**src/rtl/hpgp_turbo_duobin_enc.sv**
```systemverilog
// HPGP duo-binary turbo encoder: two 8-state RSC encoders (natural/interleaved),
// registered systematic + parity outputs with rate-16/21 puncture keep flags.
module hpgp_turbo_duobin_enc #(
  parameter logic [7:0] P1_MASK = 8'b0100_1001,
  parameter logic [7:0] P2_MASK = 8'b0010_0010
) (
  input  logic       clk,
  input  logic       n_rst,
  input  logic [1:0] pb_size,
  input  logic       code_rate,
  input  logic [1:0] din_nat,
  input  logic [1:0] din_itl,
  input  logic       din_vld,
  output logic [1:0] sys,
  output logic       p1,
  output logic       p2,
  output logic       p1_keep,
  output logic       p2_keep,
  output logic       dout_vld,
  output logic       pb_last,
  output logic       pb_done,
  output logic [2:0] fstate1,
  output logic [2:0] fstate2,
  output logic       cfg_err
);

  typedef enum logic [1:0] {
    IDLE, RUN, DONE, ERR
  } state_t;

  state_t      state, state_nx;
  logic [2:0]  st1, st2;
  logic [11:0] k;
  logic [1:0]  size_q;
  logic        rate_q;

  logic [1:0]  size_e;
  logic        rate_e;
  logic [11:0] k_last;
  logic        enc_en;
  logic        last;
  logic        bad;
  logic        done_st;
  logic [3:0]  e1, e2;

  // returns {parity, next_state}; state is {s1,s2,s3}
  function automatic logic [3:0] enc_step(
    input logic [2:0] s,
    input logic [1:0] d
  );
    logic fb;
    fb = d[1] ^ d[0] ^ s[1] ^ s[0];
    return {fb ^ s[2] ^ s[0], fb, s[2] ^ d[0], s[1] ^ d[0]};
  endfunction

  always_ff @(posedge clk or negedge n_rst) begin
    if (!n_rst) state <= IDLE;
    else        state <= state_nx;
  end

  always_comb begin
    state_nx = state;
    unique case (state)
      IDLE: if (din_vld) state_nx = bad ? ERR : RUN;
      RUN:  if (last)    state_nx = DONE;
      DONE:              state_nx = IDLE;
      ERR:               state_nx = ERR;
      default:           state_nx = IDLE;
    endcase
  end

  // The first pair of a PB uses the live config; later pairs the latched one.
  always_comb begin
    size_e  = (state == IDLE) ? pb_size : size_q;
    rate_e  = (state == IDLE) ? code_rate : rate_q;
    k_last  = 12'd2079;
    unique case (size_e)
      2'd0:    k_last = 12'd63;
      2'd1:    k_last = 12'd543;
      default: k_last = 12'd2079;
    endcase
    bad     = (state == IDLE) && din_vld && (pb_size == 2'd3);
    enc_en  = din_vld && (((state == IDLE) && !bad) || (state == RUN));
    last    = enc_en && (k == k_last);
    done_st = (state == DONE);
    e1      = enc_step(st1, din_nat);
    e2      = enc_step(st2, din_itl);
  end

  always_ff @(posedge clk or negedge n_rst) begin
    if (!n_rst) begin
      st1      <= '0;
      st2      <= '0;
      k        <= '0;
      size_q   <= '0;
      rate_q   <= 1'b0;
      sys      <= '0;
      p1       <= 1'b0;
      p2       <= 1'b0;
      p1_keep  <= 1'b0;
      p2_keep  <= 1'b0;
      dout_vld <= 1'b0;
      pb_last  <= 1'b0;
      pb_done  <= 1'b0;
      fstate1  <= '0;
      fstate2  <= '0;
      cfg_err  <= 1'b0;
    end else begin
      dout_vld <= enc_en;
      pb_last  <= last;
      pb_done  <= done_st;
      if (bad) cfg_err <= 1'b1;
      if ((state == IDLE) && enc_en) begin
        size_q <= pb_size;
        rate_q <= code_rate;
      end
      if (done_st) begin
        fstate1 <= st1;
        fstate2 <= st2;
        st1     <= '0;
        st2     <= '0;
        k       <= '0;
      end
      if (enc_en) begin
        sys     <= din_nat;
        p1      <= e1[3];
        p2      <= e2[3];
        st1     <= e1[2:0];
        st2     <= e2[2:0];
        k       <= k + 12'd1;
        p1_keep <= rate_e ? P1_MASK[k[2:0]] : 1'b1;
        p2_keep <= rate_e ? P2_MASK[k[2:0]] : 1'b1;
      end
    end
  end

endmodule

```
**config.mk**
```make
export PLATFORM = sky130hd
export DESIGN_NAME = hpgp_turbo_duobin_enc
export DESIGN_NICKNAME = d
export VERILOG_FILES = /design/src/rtl/hpgp_turbo_duobin_enc.sv
export SDC_FILE = /design/constraint.sdc
export NUM_CORES = 1
export LEC_CHECK = 0
export ABC_AREA = 0
export CAP_MARGIN = 20
export CORE_ASPECT_RATIO = 0.9
export CORE_MARGIN = 2
export CORE_UTILIZATION = 54
export CTS_BUF_LIST = sky130_fd_sc_hd__clkbuf_16
export DETAILED_ROUTE_END_ITERATION = 7
export MAX_ROUTING_LAYER = met4
export PLACE_DENSITY = 0.79
export SYNTH_ARGS = -nofsm -noshare
export SYNTH_HDL_FRONTEND = slang
export SYNTH_SLANG_ARGS = --single-unit
```
**constraint.sdc**
```tcl
create_clock -name clk -period 2.61 [get_ports clk]
set_clock_uncertainty 0.2 [all_clocks]
set_input_delay 0.261 -clock clk [delete_from_list [all_inputs] [get_ports clk]]
set_output_delay 0.261 -clock clk [all_outputs]
set_load 0.01 [all_outputs]
```
==> results.sh <==
export IMPL_synth_area_leader_cell="dfrtp_1"
export IMPL_synth_commonest_cells="39 x dfrtp_1, 23 x nand2_1, 23 x o21ai_0, 9 x mux2_2, 9 x nor2_1"
export IMPL_fmaxAchievable_mhz=399
export IMPL_sw_frac_of_total_pct=19.8
export IMPL_ir_drop_v=0.000418
export IMPL_pwr_share_clk_pct=46.2
export IMPL_hold_viol=0
export IMPL_stdcell_count=263
export IMPL_crit_required_ns=2.57
export IMPL_portBuffers=25
export IMPL_min_path_type="flip-flop to flip-flop"
export IMPL_routed_wl_mm=4.01
export IMPL_cts_sinks=39
export IMPL_synth_xor_area_share_pct=5.38
export IMPL_pwr_share_seq_pct=50.2
export IMPL_fp_dieH_um=61.1
export IMPL_grt_max_degree=40
export IMPL_dp_cells=253
export IMPL_synth_edf_count=0
export IMPL_status="finished, final reports clean"
export IMPL_layout_drive_gt1_share_pct=12.3
export IMPL_min_period_ns=2.51
export IMPL_overflow=0
export IMPL_antenna_found_initial=0
export IMPL_synth_avg_cell_area_um2=10.3
export IMPL_nets=236
export IMPL_tightest_slew_ns=0.846
export IMPL_ys_warn_count=0
export IMPL_p_int_mw=0.967
export IMPL_synth_area_mux_share_pct=8.01
export IMPL_pwr_share_comb_pct=3.6
export IMPL_grt_pass1_wl_mm=6.77
export IMPL_synth_top_cell_area_share_pct=50.0
export IMPL_ant_nets=0
export IMPL_power_switching_mw=0.238
export IMPL_drt_first_pass_iters=4
export IMPL_clockRootBuffer="clkbuf_16"
export IMPL_startpoint_type="flip-flop"
export IMPL_wire_per_inst_um=15.3
export IMPL_cp_max_fo=4
export IMPL_num_rows=20
export IMPL_die_area_um2=4110
export IMPL_synth_simple_area_share_pct=16.5
export IMPL_critPathCaptureType="flip-flop"
export IMPL_synth_most_common_cell="dfrtp_1"
export IMPL_p_leak_nw=1.13
export IMPL_setup_viol=0
export IMPL_cts_tree="built"
export IMPL_setup_ws_ns=0.101
export IMPL_mappedNetlistArea_um2=1950
export IMPL_ys_ff_latch=39
export IMPL_syn_nets=206
export IMPL_synth_flop_cell="dfrtp_1"
export IMPL_crit_type="flip-flop to flip-flop"
export IMPL_initial_utilization_pct=57.0
export IMPL_synthToLayoutAreaGrowth_pct=23.4
export IMPL_syn_instance_count=189
export IMPL_drc_errors=0
export IMPL_diodes=0
export IMPL_p_per_area_nw_per_um2=500
export IMPL_vias=1487
export IMPL_avgViaCountPerCell=5.65
export IMPL_yosys_area_share_adder_pct=4.48
export IMPL_gp_congestion=0.877
export IMPL_drtIter0Drc=60
export IMPL_maxCapViolCount=0
export IMPL_dp_hpwl_mm=2.70
export IMPL_ys_seq_area_share_pct=50.0
export IMPL_slew_headroom_pct=43.6
export IMPL_yosysUniqueCellTypes=38
export IMPL_fin_util_pct=70.3
export IMPL_core_area_um2=3430
export IMPL_dp_slack_ns=0.0905
export IMPL_cts_inserted_buffers=5
export IMPL_fp_dieW_um=67.4
export IMPL_clk_path_buf_depth=2
export IMPL_clock_latency_ns=0.27
export IMPL_design_area_um2=2410
export IMPL_place_area_um2=2250
export IMPL_post_cts_resized=0
export IMPL_drv_slew=0
export IMPL_grt_use_total_pct=23.4
export IMPL_synth_compound_area_share_pct=12.5
export IMPL_path_clk_slew_ns=0.05
export IMPL_grt_pass1_vias=1447
export IMPL_pin_count=26
export IMPL_htreeDepth=2
export IMPL_finalSetupTns_ns=0
export IMPL_worstPathArrival_ns=2.47
export IMPL_synth_top_family_by_area="simple AND/OR/NAND/NOR gates"
export IMPL_async_flop_share_pct=100
export IMPL_fin_crit_sh_pct=96.1
export IMPL_synth_area_leaders="dfrtp_1 50%, o21ai_0 5.9%, mux2_2 5.2%, ha_1 4.5%, nand2_1 4.4%"
export IMPL_rsz0062_at_grt="false"
critical path: stages, from the launching register on:
cell and delay, ns:
dfrtp_1 0.41, inv_1 0.08, ha_1 0.20, or4b_1 0.52, a21o_1 0.22, a2111oi_4 0.33
a21oi_2 0.13, mux2_4 0.31
area by class of cell:
class	instances	area, um^2
Clock buffer	5	125
Clock inverter	2	8.76
Fill cell	246	1020
Inverter	7	26.3
Multi-Input combinational cell	134	920
Sequential cell	39	976
Tap cell	44	55.1
Timing Repair Buffer	32	300
per-layer routing:
layer	up-vias	GRT usage [%]	wire length (um)
met3	2	5.12	146
met2	34	37.6	2010
li1	713	-	-
met1	738	28.9	1830
met4	0	9.62	19
met5	-	-	0
logic make-up (layout without fill, tap and decap cells):
group	count (synthesis)	in the layout
simple gates	61	61
compound gates	40	40
flops	39	39
buf+inv	16	46
mux	14	14
xor+xnor	12	12
fa+ha+maj	7	7
layout by cell type (no fill, tap or decap), drive strengths merged, types with 3 or more instances in the layout:
cell type / instances
o21ai: 29
and3: 3
nand4: 4
dfrtp: 39
nor2: 9
xor2: 8
mux2i: 4
clkdlybuf4s50: 24
mux2: 10
nand3b: 6
ha: 7
buf: 7
a21oi: 3
clkbuf: 5
inv: 7
xnor2: 4
nand2: 23
nand2b: 3
registers in the layout (all words and copies together) (netlist names), 2 cells and up:
signal   cells
fstate2      3
state        2
st1          3
size_q       2
st2          3
fstate1      3
sys          2
k           12
what timing repair did:
| item | 4_1_cts | 5_1_grt |
|---|---|---|
| setup buffers | 0 | 2 |
| endpoints found under the hold margin | 39 | 0 |
| hold buffers | 1 | 0 |
| setup endpoints to repair | 0 | 1 |
stage by stage:
step	power, mW	hold slack, ns
6_report	1.20	0.269
5_1_grt	1.25	0.299
4_1_cts	1.22	0.273
3_5_place_dp	0.659	0.231
3_3_place_gp	0.657	0.214
2_1_floorplan	0.627	-0.235
power groups by stage:
stage	logic (mW)	clock network, mW	registers (mW)
floorplan	0.0116	0	0.616
global placement	0.0409	0	0.616
detailed placement	0.0430	0	0.616
CTS	0.0443	0.568	0.605
global route	0.0478	0.600	0.605
finish	0.0428	0.557	0.605
path summary, 6_finish.rpt:
path	slack [ns]	cells after the start	to	startpoint
worst min register to register	0.27	1	cfg_err$_DFFE_PN0P_	cfg_err$_DFFE_PN0P_
worst max-delay path	0.10	7	state[1]$_DFFE_PN0P_	state[1]$_DFFE_PN0P_
min in group asynchronous	0.43	2	size_q[0]$_DFFE_PN0P_	n_rst
worst min-delay path	0.27	1	cfg_err$_DFFE_PN0P_	cfg_err$_DFFE_PN0P_
max in group asynchronous	1.25	2	p1_keep$_DFFE_PN0P_	n_rst
worst max register to register	0.10	7	state[1]$_DFFE_PN0P_	state[1]$_DFFE_PN0P_
(Power assumes the default switching activity.)
